==> src/rtl/control_multiciclo.sv <==
// Main control FSM of the multicycle processor.
// Sequences the shared ALU, memory port, IR, PC and register file over several
// cycles per instruction. Every memory wait (FETCH, MEMRD, MEMWR) is bounded by
// a counter; when the bound expires the access is abandoned and FETCH restarts.
//
// Handshake: mem_ready is a completion strobe from memory. An access in a wait
// state completes in the cycle where mem_ready=1; only that cycle issues the
// completion side effects (IRWrite/PCWrite in FETCH, instr_done in MEMWR) and
// moves the FSM on. Request outputs (MemRead/MemWrite) are held level for the
// whole time the FSM sits in the wait state.
module control_multiciclo #(
  parameter int MEM_WAIT_MAX = 15,
  parameter int CNT_W        = 4
) (
  input  logic       clk,
  input  logic       reset,
  input  logic [5:0] opcode,
  input  logic       mem_ready,
  output logic       PCWrite,
  output logic       PCWriteCond,
  output logic       IorD,
  output logic       MemRead,
  output logic       MemWrite,
  output logic       IRWrite,
  output logic       MemtoReg,
  output logic       RegDst,
  output logic       RegWrite,
  output logic       ALUSrcA,
  output logic [1:0] ALUSrcB,
  output logic [1:0] ALUop,
  output logic [1:0] PCSource,
  output logic [3:0] estado,
  output logic       instr_done,
  output logic       illegal_op,
  output logic       mem_timeout
);

  typedef enum logic [3:0] {
    S_FETCH  = 4'd0,
    S_DECODE = 4'd1,
    S_MEMADR = 4'd2,
    S_MEMRD  = 4'd3,
    S_MEMWB  = 4'd4,
    S_MEMWR  = 4'd5,
    S_EXEC   = 4'd6,
    S_RWB    = 4'd7,
    S_BRANCH = 4'd8,
    S_JUMP   = 4'd9
  } state_t;

  localparam logic [5:0] OP_RTYPE = 6'b000000;
  localparam logic [5:0] OP_LW    = 6'b100011;
  localparam logic [5:0] OP_SW    = 6'b101011;
  localparam logic [5:0] OP_BEQ   = 6'b000100;
  localparam logic [5:0] OP_J     = 6'b000010;

  // Counter value seen in the last allowed waiting cycle: one more idle cycle
  // would make the count reach MEM_WAIT_MAX.
  localparam logic [CNT_W-1:0] WAIT_LAST = CNT_W'(MEM_WAIT_MAX - 1);

  state_t           state;
  state_t           next_state;
  logic [CNT_W-1:0] wait_cnt;
  logic             is_store;   // lw/sw class captured in DECODE
  logic             wait_state;
  logic             timeout;

  assign wait_state = (state == S_FETCH) || (state == S_MEMRD) || (state == S_MEMWR);
  // Completion has priority: a ready in the limit cycle is never a timeout.
  assign timeout    = wait_state && !mem_ready && (wait_cnt >= WAIT_LAST);

  // Next-state selection from current state, opcode (DECODE only) and mem_ready.
  always_comb begin
    next_state = S_FETCH;
    case (state)
      S_FETCH:  next_state = mem_ready ? S_DECODE : S_FETCH;
      S_DECODE: begin
        case (opcode)
          OP_RTYPE:      next_state = S_EXEC;
          OP_LW, OP_SW:  next_state = S_MEMADR;
          OP_BEQ:        next_state = S_BRANCH;
          OP_J:          next_state = S_JUMP;
          default:       next_state = S_FETCH;
        endcase
      end
      S_MEMADR: next_state = is_store ? S_MEMWR : S_MEMRD;
      S_MEMRD:  next_state = mem_ready ? S_MEMWB : (timeout ? S_FETCH : S_MEMRD);
      S_MEMWB:  next_state = S_FETCH;
      S_MEMWR:  next_state = (mem_ready || timeout) ? S_FETCH : S_MEMWR;
      S_EXEC:   next_state = S_RWB;
      S_RWB:    next_state = S_FETCH;
      S_BRANCH: next_state = S_FETCH;
      S_JUMP:   next_state = S_FETCH;
      default:  next_state = S_FETCH;
    endcase
  end

  // State, wait counter and lw/sw class register.
  always_ff @(posedge clk) begin
    if (reset) begin
      state    <= S_FETCH;
      wait_cnt <= '0;
      is_store <= 1'b0;
    end else begin
      state <= next_state;
      if (!wait_state || mem_ready || timeout || (next_state != state)) begin
        wait_cnt <= '0;
      end else begin
        wait_cnt <= wait_cnt + CNT_W'(1);
      end
      if (state == S_DECODE) begin
        is_store <= (opcode == OP_SW);
      end
    end
  end

  // Moore decode of the state; FETCH/MEMWR strobes gated by mem_ready; all 0 in reset.
  always_comb begin
    PCWrite     = 1'b0;
    PCWriteCond = 1'b0;
    IorD        = 1'b0;
    MemRead     = 1'b0;
    MemWrite    = 1'b0;
    IRWrite     = 1'b0;
    MemtoReg    = 1'b0;
    RegDst      = 1'b0;
    RegWrite    = 1'b0;
    ALUSrcA     = 1'b0;
    ALUSrcB     = 2'b00;
    ALUop       = 2'b00;
    PCSource    = 2'b00;
    estado      = 4'd0;
    instr_done  = 1'b0;
    illegal_op  = 1'b0;
    mem_timeout = 1'b0;
    if (!reset) begin
      estado      = state;
      mem_timeout = timeout;
      case (state)
        S_FETCH: begin
          MemRead = 1'b1;
          ALUSrcB = 2'b01;
          IRWrite = mem_ready;
          PCWrite = mem_ready;
        end
        S_DECODE: begin
          ALUSrcB = 2'b11;
          illegal_op = (next_state == S_FETCH);
        end
        S_MEMADR: begin
          ALUSrcA = 1'b1;
          ALUSrcB = 2'b10;
        end
        S_MEMRD: begin
          MemRead = 1'b1;
          IorD    = 1'b1;
        end
        S_MEMWB: begin
          RegWrite   = 1'b1;
          MemtoReg   = 1'b1;
          instr_done = 1'b1;
        end
        S_MEMWR: begin
          MemWrite   = 1'b1;
          IorD       = 1'b1;
          instr_done = mem_ready;
        end
        S_EXEC: begin
          ALUSrcA = 1'b1;
          ALUop   = 2'b10;
        end
        S_RWB: begin
          RegWrite   = 1'b1;
          RegDst     = 1'b1;
          instr_done = 1'b1;
        end
        S_BRANCH: begin
          ALUSrcA     = 1'b1;
          ALUop       = 2'b01;
          PCWriteCond = 1'b1;
          PCSource    = 2'b01;
          instr_done  = 1'b1;
        end
        S_JUMP: begin
          PCWrite    = 1'b1;
          PCSource   = 2'b10;
          instr_done = 1'b1;
        end
        default: begin
          estado = state;
        end
      endcase
    end
  end

endmodule

==> config.mk <==
export PLATFORM = sky130hd
export DESIGN_NAME = control_multiciclo
export DESIGN_NICKNAME = d
export VERILOG_FILES = /design/src/rtl/control_multiciclo.sv
export SDC_FILE = /design/constraint.sdc
export NUM_CORES = 1
export LEC_CHECK = 0
export BUFFER_PORTS_ARGS = -buffer_cell sky130_fd_sc_hd__buf_4
export CAP_MARGIN = 40
export CORE_MARGIN = 2
export CORE_UTILIZATION = 30
export CTS_CLUSTER_SIZE = 10
export DETAILED_ROUTE_END_ITERATION = 12
export SYNTH_ARGS = -nofsm -noshare
export SYNTH_HDL_FRONTEND = slang
export SYNTH_SLANG_ARGS = --single-unit
==> constraint.sdc <==
create_clock -name clk -period 1.8 [get_ports clk]
set_input_delay 0.27 -clock clk [delete_from_list [all_inputs] [get_ports clk]]
set_output_delay 0.27 -clock clk [all_outputs]
set_load 0.1 [all_outputs]
==> impl_metrics.ini <==
[setup_path]
worstPathRequired_ns = 1.53
regToRegEndpoint = state[1]$_SDFF_PP0_
slowest_stage = dfxtp_4
crit_arrival_ns = 1.65
rr_worst_depth = 6
criticalPathCategory = flop to output port
crit_fanout = 7
r2r-start = state[2]$_SDFF_PP0_
path_cells = buf_4, nor2b_1, a32oi_1, and4b_2, buf_12
rrSetupSlack_ns = 0.08
startpoint_type = flop
crit_path_max_incr_delay_ns = 0.40
crit_path_end_kind = output port

[min_path]
min_path_type = input port to flop
holdPathEnd = is_store$_SDFFE_PP0P_
worst_hold_path.num_cells = 3
min_from = opcode[3]

[clocking]
clkSinkCount = 9
clkLatencyLatePin_ns = 0.26
holdBufCountCts = 0
cts_max_path_buffers = 2
clk_pin_slew_ns = 0.06
cts_root_buf = clkbuf_4
cts_tree = built
cts_max_level = 1
cts_buffers = 3

[die]
io_pins = 32
fp.dieW_um = 53.4
fp.dieH_um = 53.4
dieArea_um2 = 2850
rows = 17
core_um2 = 2250
initial_core_util_pct = 32.4

[flow_run]
maxCapViolations = 0

[timing]
period_needed_ns = 1.92
fmax_ghz = 0.520
slew_headroom_pct = 76.9
maxSlewViolCount = 0
worst_pin_slew_ns = 0.345
finalCritPeriodShare_pct = 107
holdWs_ns = 0.291
setup_viol = 4
fin_skew_ns = 0.00582
grt_setup_unrepaired = true
layout_setup_ws_ns = -0.124
finalHoldViolations = 0

[routing]
vias = 911
wirelength_um = 2460
drtIter0Drc = 16
vias_per_cell = 5.15
drc = 0
dr.pass1.iters = 4
antenna_left = 0
wl_per_cell_um = 13.9

[power_and_ir_drop]
ir_drop_v = 0.000457
p_total_uw = 581
powerDensity_nw_per_um2 = 356
p_comb_share_pct = 37.1
swShare_pct = 36.4
p_int_uw = 369
clockPowerShare_pct = 27.3
pwr-share-seq_pct = 35.5
leakagePower_uw = 0.000683
power_switching_uw = 211

[yosys]
ys_seq_area_share_pct = 24.7
ys_types = 34
synthArstFlopShare_pct = 0
synth_area_per_cell_um2 = 7.53
synth-seq-cells = 9
mappedNetlistNets = 108
syn_inst = 97
syn_area_um2 = 731
synth_ff_type = dfxtp_1
synth_edf_count = 0
yosys_warnings = 0

[outcome]
violations = setup timing
outcome = complete, but fails checks

[placed_design]
port_buffers = 31
dpl.cell_count = 157
hpwl_um = 1650
gp_congestion = 0.741
dp_slack_ns = 0.0433

[final_layout]
antennaDiodeCount = 0
final_common_cell = buf_4
final_nets = 161
syn_to_final_growth_pct = 123
drive_gt1_share_pct = 68.5
fin_cells = 177
fillerInstances = 165
layout_common_cells = buf_4 (33), buf_12 (13), nor2_1 (6), buf_6 (6)

[grt]
grt_max_degree = 11
first_global_vias = 821
grt_first_pass_wirelength_um = 3670
grtUsageTotal_pct = 17.4
grt.overflow.total = 0
antenna_found_initial = 0
## flip-flops by register name (all words and copies together), names as in the netlist
signal    cells
wait_cnt      4
state         4
is_store      1
## power groups by stage
stage	clock network, uW	registers, uW	logic [uW]
final	159	206	216
after global routing	178	207	226
after floorplan	0	210	135
after CTS	160	206	193
after global placement	0	214	173
after detailed placement	0	215	174
## worst max-delay path: cells and delay by family, from the launching register on
kind,cells,cell delay [ns]
buffers and inverters,2,0.35
flip-flops,1,0.40
AND/OR/NAND/NOR,2,0.37
AO/OA/AOI/OAI,1,0.27
## cells by family (layout without fill, tap and decap cells)
group | after synthesis | in the layout | share of synthesized area, %
AOI/OAI and AO/OA | 14 | 14 | 12.8
xor gates and xnor gates | 5 | 5 | 5.99
adders and majority gates | 2 | 2 | 3.42
buffers and inverters | 11 | 63 | 7.87
DFF | 9 | 9 | 24.7
muxes | 2 | 2 | 2.91
and+or+nand+nor | 54 | 54 | 42.3
## metal layers
layer  wire length (um)  vias up  track usage (%)
met5                  0        -                0
met3                135        2             5.65
li1                   -      445                -
met2               1330       35             28.4
met1                988      429             22.6
met4                 15        0             2.56
## how the worst max path moves through the flow
stage                        startpoint         end  slack (ns)  depth (start not counted)
floorplan           state[1]$_SDFF_PP0_     PCWrite       -1.03                          4
global route        state[1]$_SDFF_PP0_  illegal_op       -0.25                          6
detailed placement  state[1]$_SDFF_PP0_  illegal_op        0.04                          6
global placement    state[1]$_SDFF_PP0_  illegal_op        0.04                          6
CTS                 state[1]$_SDFF_PP0_  illegal_op       -0.16                          6
finish              state[0]$_SDFF_PP0_  illegal_op       -0.12                          5
## timing repair
item,in CTS,in global routing
setup buffers,6,10
pin swaps,3,11
endpoints found under the setup margin,18,19
gates resized for setup,30,49
## layout make-up
class,count,area (um^2),area share [%]
Tap cell,28,35.0,2.15
Timing Repair Buffer,56,636,39.0
Multi-Input combinational cell,77,723,44.4
Sequential cell,9,194,11.9
Clock buffer,4,26.3,1.61
Inverter,3,16.3,0.998
## synth_stat cells, types with 3 or more instances
cell type	count	share of area [%]
and3_1	3	2.6
clkbuf_1	4	2.1
dfxtp_1	9	25
inv_1	3	1.5
nand2_1	4	2.1
nand2b_1	5	4.3
nand3_1	5	3.4
nor2_1	11	5.7
nor2b_1	5	4.3
nor3_1	8	5.5
nor4_1	3	2.6
o211ai_1	3	3.1
o21ai_0	3	2.1
xor2_1	3	3.6
## stage by stage
step	util, %	TNS (ns)	area, um^2
after global routing	72.3	-0.898	1630
after floorplan	-	-3.98	943
final	72.3	-0.222	1630
after detailed placement	52.2	0	1180
after CTS	60.0	-0.288	1350
after global placement	52.2	0	1180
Power figures use the tool's default switching activity.
